<file path="src/rtl/iomem_arbiter_if.sv">
// Single iomem-style bus: valid/ready handshake with byte strobes, address and data.
// The master modport issues transactions; the slave modport answers them.
interface iomem_arbiter_if;
  logic        valid;
  logic        ready;
  logic [3:0]  wstrb;
  logic [31:0] addr;
  logic [31:0] wdata;
  logic [31:0] rdata;

  modport master (
    output valid, wstrb, addr, wdata,
    input  ready, rdata
  );

  modport slave (
    input  valid, wstrb, addr, wdata,
    output ready, rdata
  );
endinterface

</file>
<file path="src/rtl/iomem_arbiter.sv">
// Two-requester round-robin arbiter onto one shared iomem port (IDLE -> BUSY -> RESP).
// Optional BUSY watchdog enabled by defining IOMEM_ARBITER_TIMEOUT_EN.
module iomem_arbiter #(
  parameter int unsigned TIMEOUT_CYCLES = 255,
  parameter logic [31:0] ERR_RDATA      = 32'hFFFF_FFFF
) (
  input  logic            clk,
  input  logic            reset,
  iomem_arbiter_if.slave  m0,
  iomem_arbiter_if.slave  m1,
  iomem_arbiter_if.master s,
  output logic [1:0]      grant,
  output logic            timeout_pulse
);

  typedef enum logic [1:0] {IDLE, BUSY, RESP} state_t;

  state_t      state_q, state_d;
  logic [1:0]  grant_q, grant_d;
  logic        last_grant_q, last_grant_d;
  logic [31:0] rdata0_q, rdata0_d;
  logic [31:0] rdata1_q, rdata1_d;
  logic        busy;

`ifdef IOMEM_ARBITER_TIMEOUT_EN
  localparam logic [15:0] TIMEOUT_LIM = 16'(TIMEOUT_CYCLES);
  logic [15:0] cnt_q, cnt_d;
  logic        abort_q, abort_d;
`endif

  always_ff @(posedge clk) begin
    if (reset) begin
      state_q      <= IDLE;
      grant_q      <= 2'b00;
      last_grant_q <= 1'b1;
      rdata0_q     <= '0;
      rdata1_q     <= '0;
`ifdef IOMEM_ARBITER_TIMEOUT_EN
      cnt_q        <= '0;
      abort_q      <= 1'b0;
`endif
    end else begin
      state_q      <= state_d;
      grant_q      <= grant_d;
      last_grant_q <= last_grant_d;
      rdata0_q     <= rdata0_d;
      rdata1_q     <= rdata1_d;
`ifdef IOMEM_ARBITER_TIMEOUT_EN
      cnt_q        <= cnt_d;
      abort_q      <= abort_d;
`endif
    end
  end

  always_comb begin
    state_d      = state_q;
    grant_d      = grant_q;
    last_grant_d = last_grant_q;
    rdata0_d     = rdata0_q;
    rdata1_d     = rdata1_q;
`ifdef IOMEM_ARBITER_TIMEOUT_EN
    cnt_d        = cnt_q;
    abort_d      = 1'b0;
`endif
    unique case (state_q)
      IDLE: begin
        // last_grant_q names the requester served last; the other one wins a tie
        if (m0.valid && m1.valid) begin
          grant_d = last_grant_q ? 2'b01 : 2'b10;
          state_d = BUSY;
        end else if (m0.valid) begin
          grant_d = 2'b01;
          state_d = BUSY;
        end else if (m1.valid) begin
          grant_d = 2'b10;
          state_d = BUSY;
        end
`ifdef IOMEM_ARBITER_TIMEOUT_EN
        cnt_d = '0;
`endif
      end
      BUSY: begin
        if (s.ready) begin
          if (grant_q[1]) rdata1_d = s.rdata;
          else            rdata0_d = s.rdata;
          state_d = RESP;
        end
`ifdef IOMEM_ARBITER_TIMEOUT_EN
        // A slave answer in the limit cycle takes priority over the abort
        else if (cnt_q + 16'd1 == TIMEOUT_LIM) begin
          if (grant_q[1]) rdata1_d = ERR_RDATA;
          else            rdata0_d = ERR_RDATA;
          abort_d = 1'b1;
          state_d = RESP;
        end else begin
          cnt_d = cnt_q + 16'd1;
        end
`endif
      end
      RESP: begin
        last_grant_d = grant_q[1];
        grant_d      = 2'b00;
        state_d      = IDLE;
      end
      default: begin
        grant_d = 2'b00;
        state_d = IDLE;
      end
    endcase
  end

  assign busy    = (state_q == BUSY);
  assign s.valid = busy;
  assign s.wstrb = busy ? (grant_q[1] ? m1.wstrb : m0.wstrb) : 4'b0000;
  assign s.addr  = grant_q[1] ? m1.addr  : m0.addr;
  assign s.wdata = grant_q[1] ? m1.wdata : m0.wdata;

  assign m0.ready = (state_q == RESP) && grant_q[0];
  assign m1.ready = (state_q == RESP) && grant_q[1];
  assign m0.rdata = rdata0_q;
  assign m1.rdata = rdata1_q;
  assign grant    = grant_q;

`ifdef IOMEM_ARBITER_TIMEOUT_EN
  assign timeout_pulse = abort_q;
`else
  assign timeout_pulse = 1'b0;
`endif

endmodule
</file>
<file path="src/flat_wrapper.sv">
// flat-port wrapper written by rule: the top's interface ports become plain ports
module iomem_arbiter_flat 
#(
  parameter int unsigned TIMEOUT_CYCLES = 255,
  parameter logic [31:0] ERR_RDATA      = 32'hFFFF_FFFF
)
  (clk, reset, grant, timeout_pulse, m0_valid, m0_wstrb, m0_addr, m0_wdata, m0_ready, m0_rdata, m1_valid, m1_wstrb, m1_addr, m1_wdata, m1_ready, m1_rdata, s_valid, s_wstrb, s_addr, s_wdata, s_ready, s_rdata);
  iomem_arbiter_if m0_i ();
  iomem_arbiter_if m1_i ();
  iomem_arbiter_if s_i ();
  input  logic clk;
  input  logic reset;
  output logic [1:0] grant;
  output logic timeout_pulse;
  input wire logic [$bits(m0_i.valid)-1:0] m0_valid;
  input wire logic [$bits(m0_i.wstrb)-1:0] m0_wstrb;
  input wire logic [$bits(m0_i.addr)-1:0] m0_addr;
  input wire logic [$bits(m0_i.wdata)-1:0] m0_wdata;
  output wire logic [$bits(m0_i.ready)-1:0] m0_ready;
  output wire logic [$bits(m0_i.rdata)-1:0] m0_rdata;
  input wire logic [$bits(m1_i.valid)-1:0] m1_valid;
  input wire logic [$bits(m1_i.wstrb)-1:0] m1_wstrb;
  input wire logic [$bits(m1_i.addr)-1:0] m1_addr;
  input wire logic [$bits(m1_i.wdata)-1:0] m1_wdata;
  output wire logic [$bits(m1_i.ready)-1:0] m1_ready;
  output wire logic [$bits(m1_i.rdata)-1:0] m1_rdata;
  output wire logic [$bits(s_i.valid)-1:0] s_valid;
  output wire logic [$bits(s_i.wstrb)-1:0] s_wstrb;
  output wire logic [$bits(s_i.addr)-1:0] s_addr;
  output wire logic [$bits(s_i.wdata)-1:0] s_wdata;
  input wire logic [$bits(s_i.ready)-1:0] s_ready;
  input wire logic [$bits(s_i.rdata)-1:0] s_rdata;
  assign m0_i.valid = m0_valid;
  assign m0_i.wstrb = m0_wstrb;
  assign m0_i.addr = m0_addr;
  assign m0_i.wdata = m0_wdata;
  assign m0_ready = m0_i.ready;
  assign m0_rdata = m0_i.rdata;
  assign m1_i.valid = m1_valid;
  assign m1_i.wstrb = m1_wstrb;
  assign m1_i.addr = m1_addr;
  assign m1_i.wdata = m1_wdata;
  assign m1_ready = m1_i.ready;
  assign m1_rdata = m1_i.rdata;
  assign s_valid = s_i.valid;
  assign s_wstrb = s_i.wstrb;
  assign s_addr = s_i.addr;
  assign s_wdata = s_i.wdata;
  assign s_i.ready = s_ready;
  assign s_i.rdata = s_rdata;
  iomem_arbiter #(.TIMEOUT_CYCLES(TIMEOUT_CYCLES), .ERR_RDATA(ERR_RDATA)) u_core (.clk(clk), .reset(reset), .m0(m0_i), .m1(m1_i), .s(s_i), .grant(grant), .timeout_pulse(timeout_pulse));
endmodule
</file>
<file path="config.mk">
export PLATFORM = sky130hd
export DESIGN_NAME = iomem_arbiter_flat
export DESIGN_NICKNAME = d
export VERILOG_FILES = /design/src/rtl/iomem_arbiter_if.sv /design/src/rtl/iomem_arbiter.sv /design/src/flat_wrapper.sv
export SDC_FILE = /design/constraint.sdc
export NUM_CORES = 1
export LEC_CHECK = 0
export BUFFER_PORTS_ARGS = -buffer_cell sky130_fd_sc_hd__buf_4
export CAP_MARGIN = 15
export CORE_AREA = 4 4 119 121
export CTS_CLUSTER_DIAMETER = 150
export DETAILED_ROUTE_END_ITERATION = 7
export DIE_AREA = 0 0 123 125
export PLACE_DENSITY = 0.7
export SLEW_MARGIN = 30
export SYNTH_ARGS = -nofsm -noshare
export SYNTH_HDL_FRONTEND = slang
export SYNTH_SLANG_ARGS = --single-unit
</file>
<file path="constraint.sdc">
create_clock -name clk -period 1.46 [get_ports clk]
set_input_delay 0.292 -clock clk [delete_from_list [all_inputs] [get_ports clk]]
set_output_delay 0.292 -clock clk [all_outputs]
set_load 0.03 [all_outputs]
</file>
==> impl_metrics.env <==
export IMPL_die_x_um=123
export IMPL_grt_max_degree=39
export IMPL_violations="negative setup slack"
export IMPL_syn_nets=563
export IMPL_finish_utilization_pct=59.58
export IMPL_io_pins=311
export IMPL_start_util_pct=25.69
export IMPL_vias=4292
export IMPL_fillers=1064
export IMPL_dieHeight_um=125
export IMPL_start_kind="register"
export IMPL_drc_errors=0
export IMPL_drv_cap=0
export IMPL_yosys_area_top_type="dfxtp_1"
export IMPL_seq_power_share_pct=31.5
export IMPL_grt_ovfl_total=0
export IMPL_antenna_found_initial=0
export IMPL_synth_top_area_share_pct=41.09
export IMPL_drv_slew=0
export IMPL_die_area_mm2=0.01538
export IMPL_synth_fa_ha_area_share_pct=0
export IMPL_powerDensity_mw_per_mm2=808.9
export IMPL_worst_ep_required_time_ns=1.17
export IMPL_pwr_share_clk_pct=31.8
export IMPL_cts_buffers=9
export IMPL_drt_pass1_iterations=4
export IMPL_synth_simple_gate_area_share_pct=17.94
export IMPL_cts_tree="yes"
export IMPL_synth_xor_area_share_pct=0
export IMPL_worstPathArrival_ns=1.48
export IMPL_cts_buffer_depth=2
export IMPL_pwr_share_comb_pct=36.8
export IMPL_wl_per_cell_um=22.11
export IMPL_yosysWarnings=0
export IMPL_clock_sinks=69
export IMPL_drive_above_1_share_pct=79.36
export IMPL_nets=885
export IMPL_layoutNonFillerInstCount=893
export IMPL_gp_congestion=0.8814
export IMPL_postPlaceCellArea_mm2=0.005976
export IMPL_synth_top_family_by_area="multiplexers"
export IMPL_grt_pass1_wl_mm=22.67
export IMPL_grt_usage_pct=19.46
export IMPL_fp_coreArea_mm2=0.01309
export IMPL_hold_class="in2reg"
export IMPL_cts_hold_buf=0
export IMPL_rsz0062_at_grt="true"
export IMPL_setup_slack_ns=-0.3156
export IMPL_seqCellArea_mm2=0.001393
export IMPL_switchingPower_mw=2.044
export IMPL_path_class="reg2out"
export IMPL_fin_area_mm2=0.007796
export IMPL_power_leakage_nw=3.689
export IMPL_synthMuxAreaShare_pct=22.63
export IMPL_ys_top_cells_by_area="dfxtp_1, mux2_2, nand2_1, a21oi_1, a21oi_2"
export IMPL_drt_iter0_drc=214
export IMPL_final_common_cell="buf_4"
export IMPL_min_period_over_period_pct=121.6
export IMPL_grt_pass1_vias=3793
export IMPL_drt_total_wl_mm=19.74
export IMPL_clk_pin_slew_worst_paths_ns=0.06
export IMPL_syn_avg_cell_area_um2=8.620
export IMPL_synth_compound_area_share_pct=12.02
export IMPL_finalSetupViolCount=133
export IMPL_area_growth_pct=131.9
export IMPL_switching_share_pct=32.42
export IMPL_min_period_ns=1.776
export IMPL_crit_path_end_kind="output port"
export IMPL_async_flop_share_pct=0
export IMPL_internal_power_mw=4.262
export IMPL_viasPerCell=4.806
export IMPL_synth_flop_cell="dfxtp_1"
export IMPL_num_rows=42
export IMPL_finalSetupTns_ns=-30.14
export IMPL_dp_hpwl_mm=12.69
export IMPL_ys_seq_area_share_pct=41.09
export IMPL_cts_root_buf="clkbuf_16"
export IMPL_synth_edf_count=0
export IMPL_layout_common_cells="buf_4, buf_6, dfxtp_1"
export IMPL_synth_seq_cells=69
export IMPL_dp_cells=854
export IMPL_multiInputGateArea_mm2=0.002656
export IMPL_synth_cell_type_count=27
export IMPL_cts_max_level=3
export IMPL_status="complete, but fails checks"
export IMPL_fmax_mhz=563.2
export IMPL_portBuffers=309
export IMPL_antenna_left=0
export IMPL_syn_instance_count=390
export IMPL_skew_ns=0.004646
export IMPL_peakVddDrop_mv=0.7232
export IMPL_hold_viol=0
export IMPL_synth_area_mm2=0.003362
export IMPL_n_antenna_cell=0
export IMPL_clk_latency_ns=0.33
export IMPL_crit_fanout=8
## sequential cells by signal (all words and copies together), names as in the netlist
| name | cells |
|---|---|
| u_core.m0.rdata | 32 |
| u_core.last_grant_q | 1 |
| u_core.state_q | 2 |
| u_core.grant | 2 |
| u_core.m1.rdata | 32 |
## cell type report
cell class	instances	area share (%)
Timing Repair Buffer	345	41.60
Multi-Input combinational cell	285	34.07
Sequential cell	69	17.86
Clock buffer	9	2.889
Tap cell	176	2.825
Clock inverter	7	0.6259
Inverter	2	0.1284
## worst paths after layout
check        slack, ns  cells after the start                 from                  end
max              -0.32                      4      u_core.grant[1]          s_wdata[18]
min               0.21                      3           s_rdata[8]   u_core.m0.rdata[8]
max reg2reg      -0.26                      8      u_core.grant[1]   u_core.m0.rdata[6]
min reg2reg       0.45                      2  u_core.m1.rdata[16]  u_core.m1.rdata[16]
## worst max-delay path: stages (launching register included)
cell and delay, ns:
dfxtp_4 0.39, buf_8 0.14, buf_12 0.13, mux2_2 0.35
buf_6 0.14
## power groups by stage
stage / registers [mW] / clock network, mW / logic (mW)
after floorplan: 2.12 / 0 / 0.809
after global placement: 2.02 / 0 / 1.75
after detailed placement: 2.02 / 0 / 1.76
after CTS: 1.98 / 2.04 / 1.88
after global routing: 1.99 / 2.12 / 2.41
final: 1.98 / 2.00 / 2.32
## cell usage after synthesis (2+ instances only)
library cell / n
clkbuf_1: 6
nor3_1: 3
a21oi_2: 13
buf_2: 17
nand2_1: 130
nand2b_1: 3
and3_1: 2
nor2_1: 4
buf_6: 4
mux2_2: 64
a21oi_1: 51
mux2i_1: 4
dfxtp_1: 69
inv_1: 2
buf_4: 6
## metal layers
layer	vias to the layer above	routed length, um	GRT usage (%)
met5	-	0	0
met4	0	265	3.909
met3	28	2104	7.814
met2	214	9068	29.33
met1	2092	8301	26.37
li1	1958	-	-
## logic make-up after synthesis
group,count (synthesis)
AND/OR/NAND/NOR,148
flip-flops,69
multiplexers,68
buffers and inverters,36
other,1
AO/OA/AOI/OAI,68
## stage by stage
stage | hold WS, ns | worst slack [ns] | power (mW)
detailed placement | 0.4472 | 0.01276 | 3.782
global placement | 0.4418 | 0.03144 | 3.772
floorplan | 0.4110 | -0.04501 | 2.930
CTS | 0.1930 | -0.3391 | 5.903
global route | 0.2018 | -0.3427 | 6.513
finish | 0.2074 | -0.3156 | 6.306
## timing repair
item	4_1_cts	5_1_grt
endpoints found under the setup margin	71	130
cloned	0	14
pin swaps	3	76
buffers inserted	4	5
resized for setup	62	257
(Power assumes the default switching activity.)
